--- src/rtl/rv32_pkg.sv ---
`default_nettype none
// ============================================================================
// Module  : rv32_pkg
// Brief   : Shared RV32I widths and the write-back request record.
// Revision: 1.0 - initial release
// ============================================================================
package rv32_pkg;

    localparam int XLEN   = 32;
    localparam int REG_AW = 5;

    typedef struct packed {
        logic [REG_AW-1:0] rd;
        logic [XLEN-1:0]   data;
    } wb_req_t;

endpackage
`default_nettype wire

--- src/rtl/wb_fifo.sv ---
`default_nettype none
// ============================================================================
// Module  : wb_fifo
// Brief   : Load-completion FIFO with per-entry live bits and rd-based squash.
// Revision: 1.0 - initial release
// ============================================================================
module wb_fifo
    import rv32_pkg::*;
#(
    parameter int DEPTH = 2
) (
    input  logic              clk,
    input  logic              rst,
    input  logic              push_en,
    input  wb_req_t           push_req,
    input  logic              push_live,
    input  logic              pop_en,
    input  logic              squash_en,
    input  logic [REG_AW-1:0] squash_rd,
    output logic              full,
    output logic              empty,
    output wb_req_t           head_req,
    output logic              head_live,
    output logic [REG_AW-1:0] ent_rd [DEPTH],
    output logic [DEPTH-1:0]  ent_live
);

    localparam int AW = $clog2(DEPTH);
    localparam logic [AW:0] DEPTH_CNT = (AW+1)'(DEPTH);

    // Pointers carry an extra MSB so full and empty differ on wrap.
    logic [AW:0]      wr_ptr_q, wr_ptr_d;
    logic [AW:0]      rd_ptr_q, rd_ptr_d;
    wb_req_t          mem_q [DEPTH];
    wb_req_t          mem_d [DEPTH];
    logic [DEPTH-1:0] live_q, live_d;
    logic [AW:0]      count;

    assign count     = wr_ptr_q - rd_ptr_q;
    assign full      = (count == DEPTH_CNT);
    assign empty     = (wr_ptr_q == rd_ptr_q);
    assign head_req  = mem_q[rd_ptr_q[AW-1:0]];
    assign head_live = live_q[rd_ptr_q[AW-1:0]];

    // An entry counts for busy only while it sits inside the occupied window.
    for (genvar i = 0; i < DEPTH; i++) begin : g_ent
        logic [AW-1:0] off;
        assign off         = AW'(i) - rd_ptr_q[AW-1:0];
        assign ent_rd[i]   = mem_q[i].rd;
        assign ent_live[i] = live_q[i] && ({1'b0, off} < count);
    end

    always_comb begin
        wr_ptr_d = wr_ptr_q;
        rd_ptr_d = rd_ptr_q;
        mem_d    = mem_q;
        live_d   = live_q;
        for (int i = 0; i < DEPTH; i++) begin
            if (squash_en && (mem_q[i].rd == squash_rd)) begin
                live_d[i] = 1'b0;
            end
        end
        if (push_en) begin
            mem_d[wr_ptr_q[AW-1:0]]  = push_req;
            live_d[wr_ptr_q[AW-1:0]] = push_live;
            wr_ptr_d                 = wr_ptr_q + 1'b1;
        end
        if (pop_en) begin
            rd_ptr_d = rd_ptr_q + 1'b1;
        end
    end

    always_ff @(posedge clk or negedge rst) begin
        if (!rst) begin
            wr_ptr_q <= '0;
            rd_ptr_q <= '0;
            live_q   <= '0;
            for (int i = 0; i < DEPTH; i++) begin
                mem_q[i] <= '0;
            end
        end else begin
            wr_ptr_q <= wr_ptr_d;
            rd_ptr_q <= rd_ptr_d;
            live_q   <= live_d;
            mem_q    <= mem_d;
        end
    end

endmodule
`default_nettype wire

--- src/rtl/wb_arbiter.sv ---
`default_nettype none
// ============================================================================
// Module  : wb_arbiter
// Brief   : Merges ALU results and queued loads onto the register-file port.
// Revision: 1.0 - initial release
// ============================================================================
module wb_arbiter
    import rv32_pkg::*;
#(
    parameter int LD_DEPTH   = 2,
    parameter int STARVE_MAX = 4
) (
    input  logic              clk,
    input  logic              rst,
    input  logic              alu_valid,
    input  logic [REG_AW-1:0] alu_rd,
    input  logic [XLEN-1:0]   alu_data,
    output logic              alu_stall,
    input  logic              ld_valid,
    output logic              ld_ready,
    input  logic [REG_AW-1:0] ld_rd,
    input  logic [XLEN-1:0]   ld_data,
    input  logic [REG_AW-1:0] rs1,
    input  logic [REG_AW-1:0] rs2,
    output logic              busy_rs1,
    output logic              busy_rs2,
    output logic              RegWrite,
    output logic [REG_AW-1:0] WriteRegister,
    output logic [XLEN-1:0]   WriteData
);

    localparam int SW = $clog2(STARVE_MAX + 1);
    localparam logic [SW-1:0] STARVE_CAP = SW'(STARVE_MAX);

    logic              fifo_full, fifo_empty;
    wb_req_t           head_req;
    logic              head_live;
    logic [REG_AW-1:0] ent_rd [LD_DEPTH];
    logic [LD_DEPTH-1:0] ent_live;

    logic              force_head, alu_win, fifo_win, push_en, push_live;
    logic [SW-1:0]     starve_q, starve_d;
    logic              regwrite_q, regwrite_d;
    logic [REG_AW-1:0] wreg_q, wreg_d;
    logic [XLEN-1:0]   wdata_q, wdata_d;

    assign ld_ready   = !fifo_full;
    assign force_head = !fifo_empty && (starve_q == STARVE_CAP);
    assign alu_win    = alu_valid && !force_head;
    assign fifo_win   = !fifo_empty && !alu_win;
    assign alu_stall  = force_head;
    assign push_en    = ld_valid && ld_ready && (ld_rd != '0);
    // A load arriving alongside a same-rd ALU write is older, so it lands dead.
    assign push_live  = !(alu_win && (alu_rd == ld_rd));

    wb_fifo #(
        .DEPTH(LD_DEPTH)
    ) u_fifo (
        .clk      (clk),
        .rst      (rst),
        .push_en  (push_en),
        .push_req ({ld_rd, ld_data}),
        .push_live(push_live),
        .pop_en   (fifo_win),
        .squash_en(alu_win),
        .squash_rd(alu_rd),
        .full     (fifo_full),
        .empty    (fifo_empty),
        .head_req (head_req),
        .head_live(head_live),
        .ent_rd   (ent_rd),
        .ent_live (ent_live)
    );

    always_comb begin
        regwrite_d = 1'b0;
        wreg_d     = wreg_q;
        wdata_d    = wdata_q;
        starve_d   = starve_q;
        if (alu_win) begin
            regwrite_d = (alu_rd != '0);
            wreg_d     = alu_rd;
            wdata_d    = alu_data;
        end else if (fifo_win) begin
            regwrite_d = head_live && (head_req.rd != '0);
            wreg_d     = head_req.rd;
            wdata_d    = head_req.data;
        end
        if (fifo_empty || fifo_win) begin
            starve_d = '0;
        end else if (alu_win && (starve_q != STARVE_CAP)) begin
            starve_d = starve_q + 1'b1;
        end
    end

    always_comb begin
        busy_rs1 = 1'b0;
        busy_rs2 = 1'b0;
        for (int i = 0; i < LD_DEPTH; i++) begin
            if (ent_live[i] && (ent_rd[i] == rs1)) busy_rs1 = 1'b1;
            if (ent_live[i] && (ent_rd[i] == rs2)) busy_rs2 = 1'b1;
        end
        if (regwrite_q && (wreg_q == rs1)) busy_rs1 = 1'b1;
        if (regwrite_q && (wreg_q == rs2)) busy_rs2 = 1'b1;
        if (rs1 == '0) busy_rs1 = 1'b0;
        if (rs2 == '0) busy_rs2 = 1'b0;
    end

    always_ff @(posedge clk or negedge rst) begin
        if (!rst) begin
            starve_q   <= '0;
            regwrite_q <= 1'b0;
            wreg_q     <= '0;
            wdata_q    <= '0;
        end else begin
            starve_q   <= starve_d;
            regwrite_q <= regwrite_d;
            wreg_q     <= wreg_d;
            wdata_q    <= wdata_d;
        end
    end

    assign RegWrite      = regwrite_q;
    assign WriteRegister = wreg_q;
    assign WriteData     = wdata_q;

endmodule
`default_nettype wire

--- config.mk ---
export PLATFORM = sky130hd
export DESIGN_NAME = wb_arbiter
export DESIGN_NICKNAME = d
export VERILOG_FILES = /design/src/rtl/rv32_pkg.sv /design/src/rtl/wb_fifo.sv /design/src/rtl/wb_arbiter.sv
export SDC_FILE = /design/constraint.sdc
export NUM_CORES = 1
export LEC_CHECK = 0
export ABC_AREA = 1
export CAP_MARGIN = 20
export CORE_ASPECT_RATIO = 0.7
export CORE_MARGIN = 4
export CORE_UTILIZATION = 40
export DETAILED_ROUTE_END_ITERATION = 8
export PLACE_DENSITY = 0.75
export SYNTH_ARGS = -nofsm -noshare
export SYNTH_HDL_FRONTEND = slang
export SYNTH_SLANG_ARGS = --single-unit
export TNS_END_PERCENT = 5
--- constraint.sdc ---
create_clock -name clk -period 1.9 [get_ports clk]
set_input_delay 0.19 -clock clk [delete_from_list [all_inputs] [get_ports clk]]
set_output_delay 0.19 -clock clk [all_outputs]
set_load 0.01 [all_outputs]
==> run metrics, run 1 <==
status finished with violations; failing checks setup timing; Routed WL 17.99 mm; vias in the first global route 5818; critical path's largest stage delay 0.51 ns; GR Util met3 5.200%; Syn Nets 903; fin nets 1065; Crit Path Max Fanout 33; clk slew on worst S/H paths 0.06 ns; FF-to-FF End RegWrite$_DFF_PN0_; CTS Buf Count 17; GRT Total Usage 20.64%; hold crit path type in -> async; critical path endpoint category register; Mean Syn Cell Area 7.917 um2; largest net degree at the start of global routing 45; Buf/Inv on CP 3; Residual DRC 0; global route hottest layer met1; Max IR drop VDD 0.6994 mV; Max Buffers Root-to-Sink 2; YS warnings 0; register bit count reported by yosys 121; highest-count cells in the layout ignoring fill and taps nand2_1 (332), clkdlybuf4s50_1 (124), dfrtp_1 (120); Peak Freq 516.1 MHz; core outline area 15600 um2; Final Max Tran Viols 0; Port Buffers 129; area grow syn2layout 37.97%; CTS sink cnt 121; initial antenna violation count 0; RSZ-0062 raised after global routing yes; Starting Density 41.12%; Leakage 4.233 nW; IO Count 130; post-DP HPWL 12.84 mm; die area 18150 um2; CTS tree yes; Slew @ Worst Pin 0.5634 ns; die width 159.3 um; post-synth cell types 32; Inserted Diodes 0; Die Y 113.9 um; post-synthesis sequential area ratio 47.22%; Clk Latency, worst-skew pair 0.40 ns; critical path class reg -> reg; vias per cell 4.889; Tmin final 1.938 ns; CP max stage cell o21ai_0; routing usage on met1 30.73%; Setup Skew 0.01529 ns; Max Cap Viol 0; Slew Limit Headroom 62.05%; H-tree depth 4; CP delay by family, top compound AO/OA/AOI/OAI gates; Starting DRT DRC Count 413; layout cells sized above 1 17.16%; power density cells 1698 nW/um2; min setup slack post-route -0.03760 ns; Critical Path Source u_fifo.rd_ptr_q[0]$_DFFE_PN0P_; Critical Path RT 2.17 ns; total power 0.01502 W; most common cell after layout, fill and taps aside nand2_1; cells after synthesis 810; Reg-to-Reg Start u_fifo.rd_ptr_q[0]$_DFFE_PN0P_; CTS Root Cell clkbuf_16; Setup violations, final 3; vias 5794; Register-to-Register Path Depth 7; Placer Congestion 0.9964; GR Util met2 30.10%; reg-to-reg slack, setup -0.04 ns; site row count 38; Routed Antenna Nets 0; worst path arrival time 2.21 ns; final period utilization 102.0%; CP Launch Type register; post-DR wirelength/cell 15.18 um; global-route wire length before repair 30.17 mm; Final Hold Vio Count 0; GRT overflow 0; Initial DRT Pass Iterations 5; synthesized cell area 6412 um2; Util after Layout 56.73%; critical path cell sequence buf_6 -> buf_4 -> buf_4 -> o21ai_0 -> nand4_1 -> nand3_1 -> o21ai_0
-- power by group --
part           total, W  leakage [nW]  switching (W)  internal, W
clock network   0.00328         0.286        0.00121      0.00207
registers       0.00463          1.49       0.000780      0.00385
logic           0.00711          2.46        0.00400      0.00311
total            0.0150          4.23        0.00599      0.00903
-- through the flow --
| stage | instance area (um2) | TNS, ns | worst slack (ns) | hold WS (ns) | std cells |
|---|---|---|---|---|---|
| detailed placement | 8154 | -0.5604 | -0.2609 | 0.1740 | 1148 |
| floorplan | 6427 | 0 | 0.01492 | -0.1056 | 810 |
| global placement | 8154 | -0.4455 | -0.2356 | 0.1766 | 1148 |
| global route | 8847 | -0.4199 | -0.1609 | 0.3221 | 1185 |
| finish | 8847 | -0.09415 | -0.03760 | 0.2782 | 1185 |
| CTS | 8842 | -0.04188 | -0.02849 | 0.2872 | 1185 |
-- cells by family after synthesis --
family,Yosys count,synth area share (%)
AND/OR/NAND/NOR,462,31.18
flip-flops,121,47.22
buffers and inverters,111,8.780
adder cells (fa/ha/maj),5,0.9756
XOR/XNOR,21,2.868
AO/OA/AOI/OAI,90,8.976
-- final cells by class --
| type | instances | area (um2) |
|---|---|---|
| clock inverters | 14 | 175.2 |
| well taps | 200 | 250.2 |
| inverters | 75 | 296.5 |
| fillers | 1460 | 6748 |
| clock buffers | 18 | 429.2 |
| flip-flops and latches | 121 | 3029 |
| multi-input cells | 578 | 2875 |
| repair buffers | 179 | 1792 |
-- cell usage after synthesis, drive strengths merged --
library cell / count / area (um2)
nor3: 4 / 20.02
o211ai: 3 / 22.52
o21ai: 82 / 523.0
clkbuf: 9 / 33.78
dfrtp: 121 / 3028
buf: 27 / 240.2
nor4: 1 / 6.260
nand4: 6 / 37.54
nand3: 56 / 310.3
inv: 75 / 289.0
ha: 5 / 62.56
nand2: 371 / 1520
xnor2: 15 / 131.4
o22ai: 2 / 12.51
nand3b: 2 / 15.01
xor2: 6 / 52.55
a21oi: 2 / 10.01
a21boi: 1 / 7.510
nor2: 22 / 90.09
-- repair_timing --
action                                  CTS  global route
endpoints found under the setup margin    4            45
gates resized for setup                  24             5
pin swaps                                 9             0
buffers inserted                          4             0
hold buffers                              1             0
hold endpoints to repair                 28             0
-- worst max-delay path by stage --
stage,to,slack [ns],cells past startpoint
after floorplan,WriteRegister[3]$_DFFE_PN0P_,0.01,12
after detailed placement,busy_rs2,-0.26,10
after global placement,busy_rs2,-0.24,11
after CTS,busy_rs2,-0.03,10
final,RegWrite$_DFF_PN0_,-0.04,7
after global routing,busy_rs2,-0.16,10
-- routing by layer --
layer / routed length (um) / part of all wire (%) / vias to the layer above
li1: - / - / 2852
met1: 8926 / 50 / 2733
met2: 7624 / 42 / 196
met3: 1302 / 7.2 / 13
met4: 136 / 0.76 / 0
met5: 0 / 0 / -
-- sequential cells by signal, summed over array words and instances (netlist names) --
register	cells
RegWrite	1
WriteData	32
WriteRegister	5
starve_q	3
u_fifo.ent_rd	10
u_fifo.live_q	2
u_fifo.mem_q	64
u_fifo.rd_ptr_q	2
u_fifo.wr_ptr_q	2
Note: power is estimated with default switching activity, not from simulation.
==> run 2, diff against run 1 <==
--- a/config.mk
+++ b/config.mk
@@ -6,7 +6,7 @@
 export NUM_CORES = 1
 export LEC_CHECK = 0
 export ABC_AREA = 1
-export CAP_MARGIN = 20
+export CAP_MARGIN = 30
 export CORE_ASPECT_RATIO = 0.7
 export CORE_MARGIN = 4
 export CORE_UTILIZATION = 40
==> results of run 2 <==
Final layout, timing and power as in run 1 (identical DEF).
==> run 3, diff against run 2 <==
--- a/config.mk
+++ b/config.mk
@@ -9,9 +9,9 @@
 export CAP_MARGIN = 30
 export CORE_ASPECT_RATIO = 0.7
 export CORE_MARGIN = 4
-export CORE_UTILIZATION = 40
+export CORE_UTILIZATION = 47
 export DETAILED_ROUTE_END_ITERATION = 8
-export PLACE_DENSITY = 0.75
+export PLACE_DENSITY = 0.85
 export SYNTH_ARGS = -nofsm -noshare
 export SYNTH_HDL_FRONTEND = slang
 export SYNTH_SLANG_ARGS = --single-unit
==> run 3 against run 2 <==
The flow still finishes with violations (setup timing). First-iteration DRC count up 42%. Register-to-register slack improved by 0.12 ns. Clock power down 2%. Combinational power barely moved. Design area decreased by 0.78%. Critical endpoint is now busy_rs1.
==> run metrics, run 3 (synthesis results as in run 1) <==
die area 15610 um2 (-14%); hold_ws 0.2129 ns (-0.06532 ns); clk slew on worst S/H paths 0.06 ns (about the same); core outline area 13270 um2 (-15%); sw frac 40.27% (+0.39 points); Critical Path RT 1.71 ns (-0.46 ns); Routed Antenna Nets 0 (unchanged); critical path endpoint category primary output; Pint 0.008924 W (-1.2%); dpl ws -0.1822 ns (+0.07864 ns); Max Buffers Root-to-Sink 2 (unchanged); Final Hold Vio Count 0 (unchanged); vias per cell 5.021 (+2.7%); vias 5855 (+1.1%); power density cells 1702 nW/um2 (+0.25%); Setup Skew 0.009569 ns (-0.005723 ns); Logic pwr share 47.5% (+0.2 points); number of flip-flops in the largest register 64 (unchanged); Port Buffers 129 (unchanged); Starting Density 48.33% (+7.2 points); clock share of power 21.4% (-0.4 points); Die Y 105.7 um (-7.2%); Clk Latency, worst-skew pair 0.40 ns (about the same); site row count 35 (-7.9%); Filler cells 1064 (-27%); Initial DRT Pass Iterations 7 (+2); CTS sink cnt 121 (unchanged); CP Launch Type register; sequential power share 31.0% (+0.2 points); layout cells sized above 1 16.82% (-0.34 points); CTS Buf Count 17 (unchanged); Net Sw Power 0.006017 W (+0.44%); Starting DRT DRC Count 585 (+42%); CP max stage cell dfrtp_2; largest net degree at the start of global routing 45 (unchanged); CTS Root Cell clkbuf_16; fin nets 1061 (-0.38%); initial antenna violation count 0 (unchanged); Routed WL 17.80 mm (-1.1%); Slew Limit Headroom 63.76% (+1.7 points); vias in the first global route 5760 (-1.0%); Placer Congestion 0.9083 (-8.8%); Slew @ Worst Pin 0.5424 ns (-0.02098 ns); Setup violations, final 2 (-1); critical path class reg -> out; global-route wire length before repair 29.00 mm (-3.9%); min setup slack post-route -0.1130 ns (-0.07537 ns); Max Cap Viol 0 (unchanged); final period utilization 105.9% (+4.0 points); status finished with violations; CTS tree yes; RSZ-0062 raised after global routing yes; post-DR wirelength/cell 15.26 um (+0.56%); most common cell after layout, fill and taps aside nand2_1; DP Cell Count 1128 (-1.7%); H-tree depth 4 (unchanged); Residual DRC 0 (unchanged); die width 147.6 um (-7.4%); Crit Path Max Fanout 4 (-88%); Leakage 4.205 nW (-0.65%); Tmin final 2.013 ns (+0.07537 ns); final setup TNS -0.2197 ns (-0.1255 ns); Peak Freq 496.8 MHz (-3.7%); Max IR drop VDD 0.8525 mV (+22%); area grow syn2layout 36.90%; Final Max Tran Viols 0 (unchanged); IO Count 130 (unchanged); worst path arrival time 1.82 ns (-0.39 ns); highest-count cells in the layout ignoring fill and taps nand2_1 (332), clkdlybuf4s50_1 (124), dfrtp_1 (120); Biggest register u_fifo.mem_q; Inserted Diodes 0 (unchanged); GRT Total Usage 22.88% (+2.2 points); critical path cell sequence ha_4 -> inv_1 -> nand3_2 -> nand3b_1 -> nand3_1 -> nand3_1 -> nand2_1 -> inv_1 -> buf_2; critical path's largest stage delay 0.45 ns (-0.06 ns); post-DP HPWL 12.38 mm (-3.6%); hold crit path type in -> async; final std cells w/o fill 1166 (-1.6%); failing checks setup timing; GRT overflow 0 (unchanged)
run 3: cell count changes in the layout (fill, tap and decap cells not counted), moves of 2 or more:
cell,change
clkinv_4,-4
buf_4,-3
inv_2,-3
inv_6,+3
buf_2,+2
clkbuf_8,+2
inv_4,+2
run 3: layer usage:
layer	GRT usage (%)	wire length, um	up-vias
li1	-	-	2855
met2	33.89	7836	228
met1	33.80	8206	2758
met4	4.721	138	0
met3	6.059	1617	14
met5	0	0	-
run 3: final timing paths:
check | start | to | slack [ns] | depth (start not counted)
setup / recovery | u_fifo.rd_ptr_q[0]$_DFFE_PN0P_ | busy_rs1 | -0.11 | 9
hold / removal | rst | u_fifo.ent_rd[3]$_DFFE_PN0P_ | 0.21 | 2
setup reg to reg | u_fifo.rd_ptr_q[0]$_DFFE_PN0P_ | WriteData[26]$_DFFE_PN0P_ | 0.08 | 11
hold reg to reg | starve_q[0]$_DFFE_PN0P_ | starve_q[0]$_DFFE_PN0P_ | 0.46 | 1
max in group asynchronous | rst | u_fifo.mem_q[4]$_DFFE_PN0P_ | 1.09 | 3
min in group clk | alu_data[13] | WriteData[13]$_DFFE_PN0P_ | 0.35 | 3
run 3: layout make-up:
cell class	count	area, um2	share of cell area (%)
sequential	121	3029	34.51
multi-input combinational	579	2889	32.91
timing repair buffer	174	1733	19.74
clock buffer	19	452.9	5.160
inverter	75	301.5	3.435
tap	185	231.5	2.637
clock inverter	13	141.4	1.611
run 3: stage by stage:
step / util, % / instance area, um2 / total power, W
after floorplan: - / 6427 / 0.008791
after global placement: 60.84 / 8073 / 0.01119
after detailed placement: 60.84 / 8073 / 0.01143
after CTS: 65.40 / 8678 / 0.01473
after global routing: 66.16 / 8778 / 0.01602
final: 66.16 / 8778 / 0.01494
run 3: timing repair:
item                                    in CTS  in global routing
gates cloned                                 0                  1
gates resized for setup                     22                 11
hold buffers                                 1                  0
endpoints found under the setup margin      80                 50
setup buffers                                0                  4
pin swaps                                   32                 13
hold endpoints to repair                    90                  0
run 3: worst max-delay path: cells and delay by family (launching register included):
family | cells | cell delay [ns]
DFF | 1 | 0.45
and+or+nand+nor | 5 | 0.57
adders and majority gates | 1 | 0.18
buffers and inverters | 3 | 0.21
run 3: power groups by stage:
| stage | logic, W | clock network, W | registers [W] |
|---|---|---|---|
| 2_1_floorplan | 0.00411 | 0 | 0.00468 |
| 3_3_place_gp | 0.00661 | 0 | 0.00459 |
| 3_5_place_dp | 0.00680 | 0 | 0.00463 |
| 4_1_cts | 0.00687 | 0.00324 | 0.00462 |
| 5_1_grt | 0.00786 | 0.00338 | 0.00478 |
| 6_report | 0.00710 | 0.00320 | 0.00464 |
